### src/rtl/banked_register_file.sv
// Banked register file of byte-pair registers.
// General pairs are replicated per bank; SP and PC are shared by all banks.
// Supports byte writes, pair writes, increment/decrement, pair exchange and
// bank advance, all committed at the rising clock edge. Reads are combinational.
module banked_register_file #(
  parameter int XLEN   = 8,
  parameter int NPAIRS = 4,
  parameter int NBANKS = 2,
  parameter logic [2*XLEN-1:0] SP_RESET = '0,
  localparam int PW = $clog2(NPAIRS + 2),
  localparam int BW = (NBANKS > 1) ? $clog2(NBANKS) : 1
) (
  input  logic              clk,
  input  logic              rst,
  input  logic              wr_en,
  input  logic [PW-1:0]     wr_pair,
  input  logic              wr_hi,
  input  logic [XLEN-1:0]   wr_data,
  input  logic              pwr_en,
  input  logic [PW-1:0]     pwr_pair,
  input  logic [2*XLEN-1:0] pwr_data,
  input  logic [1:0]        idu_op,
  input  logic [PW-1:0]     idu_pair,
  input  logic              xchg_en,
  input  logic [PW-1:0]     xchg_a,
  input  logic [PW-1:0]     xchg_b,
  input  logic              bank_next,
  input  logic [PW-1:0]     rd_pair_a,
  input  logic [PW-1:0]     rd_pair_b,
  output logic [2*XLEN-1:0] rpdata_a,
  output logic [2*XLEN-1:0] rpdata_b,
  input  logic              rd_hi,
  output logic [XLEN-1:0]   rdata,
  output logic [2*XLEN-1:0] idu_result,
  output logic [BW-1:0]     bank
);

  localparam int PRW    = 2 * XLEN;
  localparam int NREGS  = NPAIRS + 2;
  localparam int SP_IDX = NPAIRS;
  localparam int PC_IDX = NPAIRS + 1;

  localparam logic [1:0] IDU_INC = 2'b01;
  localparam logic [1:0] IDU_DEC = 2'b10;

  // Architectural state: general pairs held as separate hi/lo bytes per bank.
  logic [XLEN-1:0] gp_hi_q [NBANKS][NPAIRS];
  logic [XLEN-1:0] gp_lo_q [NBANKS][NPAIRS];
  logic [PRW-1:0]  sp_q;
  logic [PRW-1:0]  pc_q;
  logic [BW-1:0]   bank_q;
  logic [BW-1:0]   bank_d;

  // Flat view of the registers visible through the active bank, and its next state.
  logic [PRW-1:0]  pair_cur [NREGS];
  logic [PRW-1:0]  pair_d   [NREGS];
  logic [PRW-1:0]  idu_src;

  // Indices past PC address nothing: reads return 0, writes are dropped.
  function automatic logic idx_ok(input logic [PW-1:0] idx);
    return int'(idx) < NREGS;
  endfunction

  // Assemble the pre-edge view of the active bank plus SP and PC.
  always_comb begin
    for (int p = 0; p < NPAIRS; p++) begin
      pair_cur[p] = {gp_hi_q[bank_q][p], gp_lo_q[bank_q][p]};
    end
    pair_cur[SP_IDX] = sp_q;
    pair_cur[PC_IDX] = pc_q;
  end

  assign rpdata_a = idx_ok(rd_pair_a) ? pair_cur[rd_pair_a] : '0;
  assign rpdata_b = idx_ok(rd_pair_b) ? pair_cur[rd_pair_b] : '0;
  assign rdata    = rd_hi ? rpdata_a[PRW-1:XLEN] : rpdata_a[XLEN-1:0];
  assign bank     = bank_q;

  // Increment/decrement unit, always computed from pre-edge state.
  always_comb begin
    idu_src = idx_ok(idu_pair) ? pair_cur[idu_pair] : '0;
    case (idu_op)
      IDU_INC: idu_result = idu_src + PRW'(1);
      IDU_DEC: idu_result = idu_src - PRW'(1);
      default: idu_result = idu_src;
    endcase
  end

  // Next-state merge: xchg, then idu, then pwr, then byte write; later wins per byte.
  always_comb begin
    // NOTE: every element gets a default first so partial assignments below never infer latches.
    for (int p = 0; p < NREGS; p++) begin
      pair_d[p] = pair_cur[p];
    end
    if (xchg_en && idx_ok(xchg_a) && idx_ok(xchg_b)) begin
      pair_d[xchg_a] = pair_cur[xchg_b];
      pair_d[xchg_b] = pair_cur[xchg_a];
    end
    if ((idu_op == IDU_INC || idu_op == IDU_DEC) && idx_ok(idu_pair)) begin
      pair_d[idu_pair] = idu_result;
    end
    if (pwr_en && idx_ok(pwr_pair)) begin
      pair_d[pwr_pair] = pwr_data;
    end
    if (wr_en && idx_ok(wr_pair)) begin
      if (wr_hi) begin
        pair_d[wr_pair][PRW-1:XLEN] = wr_data;
      end else begin
        pair_d[wr_pair][XLEN-1:0] = wr_data;
      end
    end
  end

  // Bank advance wraps at NBANKS; a single-bank file never moves.
  always_comb begin
    bank_d = bank_q;
    if (bank_next && NBANKS > 1) begin
      bank_d = (int'(bank_q) == NBANKS - 1) ? '0 : bank_q + BW'(1);
    end
  end

  // State commit; only the bank that was active before the edge is written.
  always_ff @(posedge clk) begin
    if (rst) begin
      // NOTE: the pair storage is reset on purpose; software relies on every bank reading zero after reset.
      for (int b = 0; b < NBANKS; b++) begin
        for (int p = 0; p < NPAIRS; p++) begin
          gp_hi_q[b][p] <= '0;
          gp_lo_q[b][p] <= '0;
        end
      end
      sp_q   <= SP_RESET;
      pc_q   <= '0;
      bank_q <= '0;
    end else begin
      // NOTE: non-blocking assignments so every register samples pre-edge values.
      for (int p = 0; p < NPAIRS; p++) begin
        gp_hi_q[bank_q][p] <= pair_d[p][PRW-1:XLEN];
        gp_lo_q[bank_q][p] <= pair_d[p][XLEN-1:0];
      end
      sp_q   <= pair_d[SP_IDX];
      pc_q   <= pair_d[PC_IDX];
      bank_q <= bank_d;
    end
  end

endmodule

### config.mk
export PLATFORM = sky130hd
export DESIGN_NAME = banked_register_file
export DESIGN_NICKNAME = d
export VERILOG_FILES = /design/src/rtl/banked_register_file.sv
export SDC_FILE = /design/constraint.sdc
export NUM_CORES = 1
export LEC_CHECK = 0
export ABC_AREA = 1
export CELL_PAD_IN_SITES_DETAIL_PLACEMENT = 0
export CELL_PAD_IN_SITES_GLOBAL_PLACEMENT = 1
export CORE_AREA = 2 2 241 243
export CTS_BUF_LIST = sky130_fd_sc_hd__clkbuf_8
export DETAILED_ROUTE_END_ITERATION = 8
export DIE_AREA = 0 0 243 245
export PLACE_DENSITY = 0.63
export SYNTH_ARGS = -nofsm -noshare
export SYNTH_HDL_FRONTEND = slang
export SYNTH_SLANG_ARGS = --single-unit
### constraint.sdc
create_clock -name clk -period 8.3 [get_ports clk]
set_input_delay 1.66 -clock clk [delete_from_list [all_inputs] [get_ports clk]]
set_output_delay 1.66 -clock clk [all_outputs]
set_load 0.05 [all_outputs]
==> results.sh <==
export IMPL_drt_iter0_markers=3126
export IMPL_reg2reg_depth=22
export IMPL_dr_pass1_iters=6
export IMPL_max_freq_mhz=128
export IMPL_row_count=88
export IMPL_grt_max_degree=64
export IMPL_path_max_fanout=11
export IMPL_status="complete, but fails checks"
export IMPL_design_area_um2=19200
export IMPL_fin_crit_sh=0.943
export IMPL_syn_nets=2881
export IMPL_cts_setup_buffers=0
export IMPL_clk_pin_slew_ps=100
export IMPL_holdBufCountCts=0
export IMPL_worstHoldStart="pc_q[15]"
export IMPL_synth_cell_types=52
export IMPL_cts_repair_resized=0
export IMPL_synthTopCellsByCount="nand2_1, a21oi_1, o21ai_0"
export IMPL_fin_nets=2905
export IMPL_ys_ff_latch=162
export IMPL_worstReg2RegEnd="gp_hi_q[0][22]"
export IMPL_viasPerCell=6.03
export IMPL_setup_tns_final_ps=0
export IMPL_powerDensity_nw_per_um2=187
export IMPL_hold_viol_final=0
export IMPL_numPortBuffers=111
export IMPL_clock_path_buffers=2
export IMPL_ys_seq_area_frac=0.267
export IMPL_synth_cells=2815
export IMPL_violations="max-capacitance violations, max-slew violations"
export IMPL_setup_ws_ps=472
export IMPL_numCtsBuffers=17
export IMPL_ys_async_sr_fraction=0
export IMPL_post_dp_hpwl_um=91800
export IMPL_final_util=0.337
export IMPL_period_needed_ps=7830
export IMPL_syn_to_final_growth_pct=13.4
export IMPL_relSlewSlack=-0.0224
export IMPL_netlist_area_um2=17000
export IMPL_yosys_warnings=0
export IMPL_drc=0
export IMPL_clock_latency_ps=590
export IMPL_io_pins=112
export IMPL_drv_cap=1
export IMPL_drive_gt1_frac=0.0645
export IMPL_end_kind="output port"
export IMPL_fp_coreArea_um2=57000
export IMPL_gp_congestion=1.08
export IMPL_min_path_type="flip-flop to flip-flop"
export IMPL_hold_end="pc_q[15]"
export IMPL_fin_worst_skew_ps=48.7
export IMPL_setup_viol_count_final=0
export IMPL_leakage_nw=8.07
export IMPL_initial_utilization=0.297
export IMPL_crit_arrival_ps=6170
export IMPL_antenna_found_initial=6
export IMPL_path_class="input pin to output port"
export IMPL_cts_root_buf="clkbuf_8"
export IMPL_finalNonFillerCells=3622
export IMPL_synth_edf_count=128
export IMPL_antenna_left=0
export IMPL_rsz0062_at_grt="false"
export IMPL_place_area_um2=18800
export IMPL_synth_area_leaders="edfxtp_1, nand2_1, a21oi_1, o21ai_0, nor2_1"
export IMPL_seq_area_um2=4530
export IMPL_cp_required_ps=6640
export IMPL_multi_input_area_um2=10600
export IMPL_dr_total_vias=21800
export IMPL_tritoncts="built"
export IMPL_synth_top_cell_by_area="edfxtp_1"
export IMPL_grt_pass1_vias=20000
export IMPL_dp_cells=3585
export IMPL_grt_overflow=0
export IMPL_htreeDepth=4
export IMPL_fp_dieArea_um2=59500
export IMPL_fillerInstances=6405
export IMPL_clkSinkCount=162
export IMPL_wl_per_cell_um=33.4
export IMPL_worstSetupStartpointType="input pin"
export IMPL_ir_worst_vdd_uv=132
export IMPL_hold_depth=4
export IMPL_yosys_area_top_type_share=0.227
export IMPL_grt_pass1_wl_um=165000
export IMPL_gr_usage_all_layers=0.399
export IMPL_r2r_slack_ps=3520
export IMPL_fin_hold_ws_ps=795
export IMPL_place_worst_setup_slack_ps=577
export IMPL_die_y_um=245
export IMPL_finalMaxSlewViolations=7
export IMPL_synth_ff_type="edfxtp_1"
export IMPL_drt_wl_total_um=121000
export IMPL_p_total_mw=3.60
export IMPL_syn_avg_cell_area_um2=6.02
export IMPL_tightest_slew_ps=1530
export IMPL_synth_most_common_cell="nand2_1"
export IMPL_die_w_um=243
==> power by group <==
group          internal [mW]  total, mW  switching (mW)  leakage (nW)
logic                  0.441       1.90            1.46          6.18
registers              0.998       1.07          0.0675          1.69
clock network          0.245      0.633           0.388         0.197
==> worst max-delay path: stages <==
cell and delay [ps]:
clkdlybuf4s50_1 710, inv_2 120, nand3_1 440, inv_2 140
a22oi_1 200, o2111ai_1 190, ha_1 410, a21oi_1 230
nor2_1 70, a211oi_1 180, nand2_1 190, nand2_1 150
nand2_2 90, nand2_1 100, nand3_1 80, nand3_2 150
and2_4 210, clkdlybuf4s50_1 830
==> logic make-up after synthesis <==
group                      after synthesis  synth area share
xor gates and xnor gates                 8           0.00524
and+or+nand+nor                       1156             0.275
DFF                                    162             0.267
AOI/OAI and AO/OA                     1012             0.333
buffers and inverters                  466             0.110
adders and majority gates               11           0.00856
==> per-layer routing <==
metal,track usage,vias up,part of all wire,routed length (µm)
li1,-,9668,-,-
met1,0.516,10400,0.41,49100
met2,0.588,1429,0.42,50600
met3,0.0897,299,0.095,11500
met4,0.283,2,0.081,9830
met5,0,-,0.000074,9
==> state kept, by name (all words and copies together) (netlist names), named ones only <==
name and cells:
bank 1, gp_hi_q 64, gp_lo_q 64, pc_q 16, sp_q 16
==> cells in the final DEF, fill, tap and decap left out, drive strengths merged, types with 51 or more instances in the layout <==
master	instances
nand2	745
a21oi	402
o21ai	382
nor2	279
inv	271
edfxtp	128
clkdlybuf4s50	104
nand3	89
buf	87
o211ai	74
o22ai	51
==> layout make-up <==
cell class | instances | share of cell area
clock inverter | 14 | 0.00788
tap | 765 | 0.0498
sequential | 162 | 0.236
antenna | 6 | 0.000781
clock buffer | 17 | 0.0122
timing repair buffer | 191 | 0.0884
multi-input combinational | 2187 | 0.550
inverter | 280 | 0.0551
==> worst max-delay path by stage <==
stage                 from  cells past startpoint              to
6_report       idu_pair[0]                     18   idu_result[9]
4_1_cts        idu_pair[0]                     18   idu_result[9]
5_1_grt        idu_pair[0]                     18   idu_result[9]
2_1_floorplan  idu_pair[0]                     20  idu_result[14]
3_3_place_gp   idu_pair[0]                     18   idu_result[9]
3_5_place_dp   idu_pair[0]                     18   idu_result[9]
Note: power is estimated with default switching activity, not from simulation.
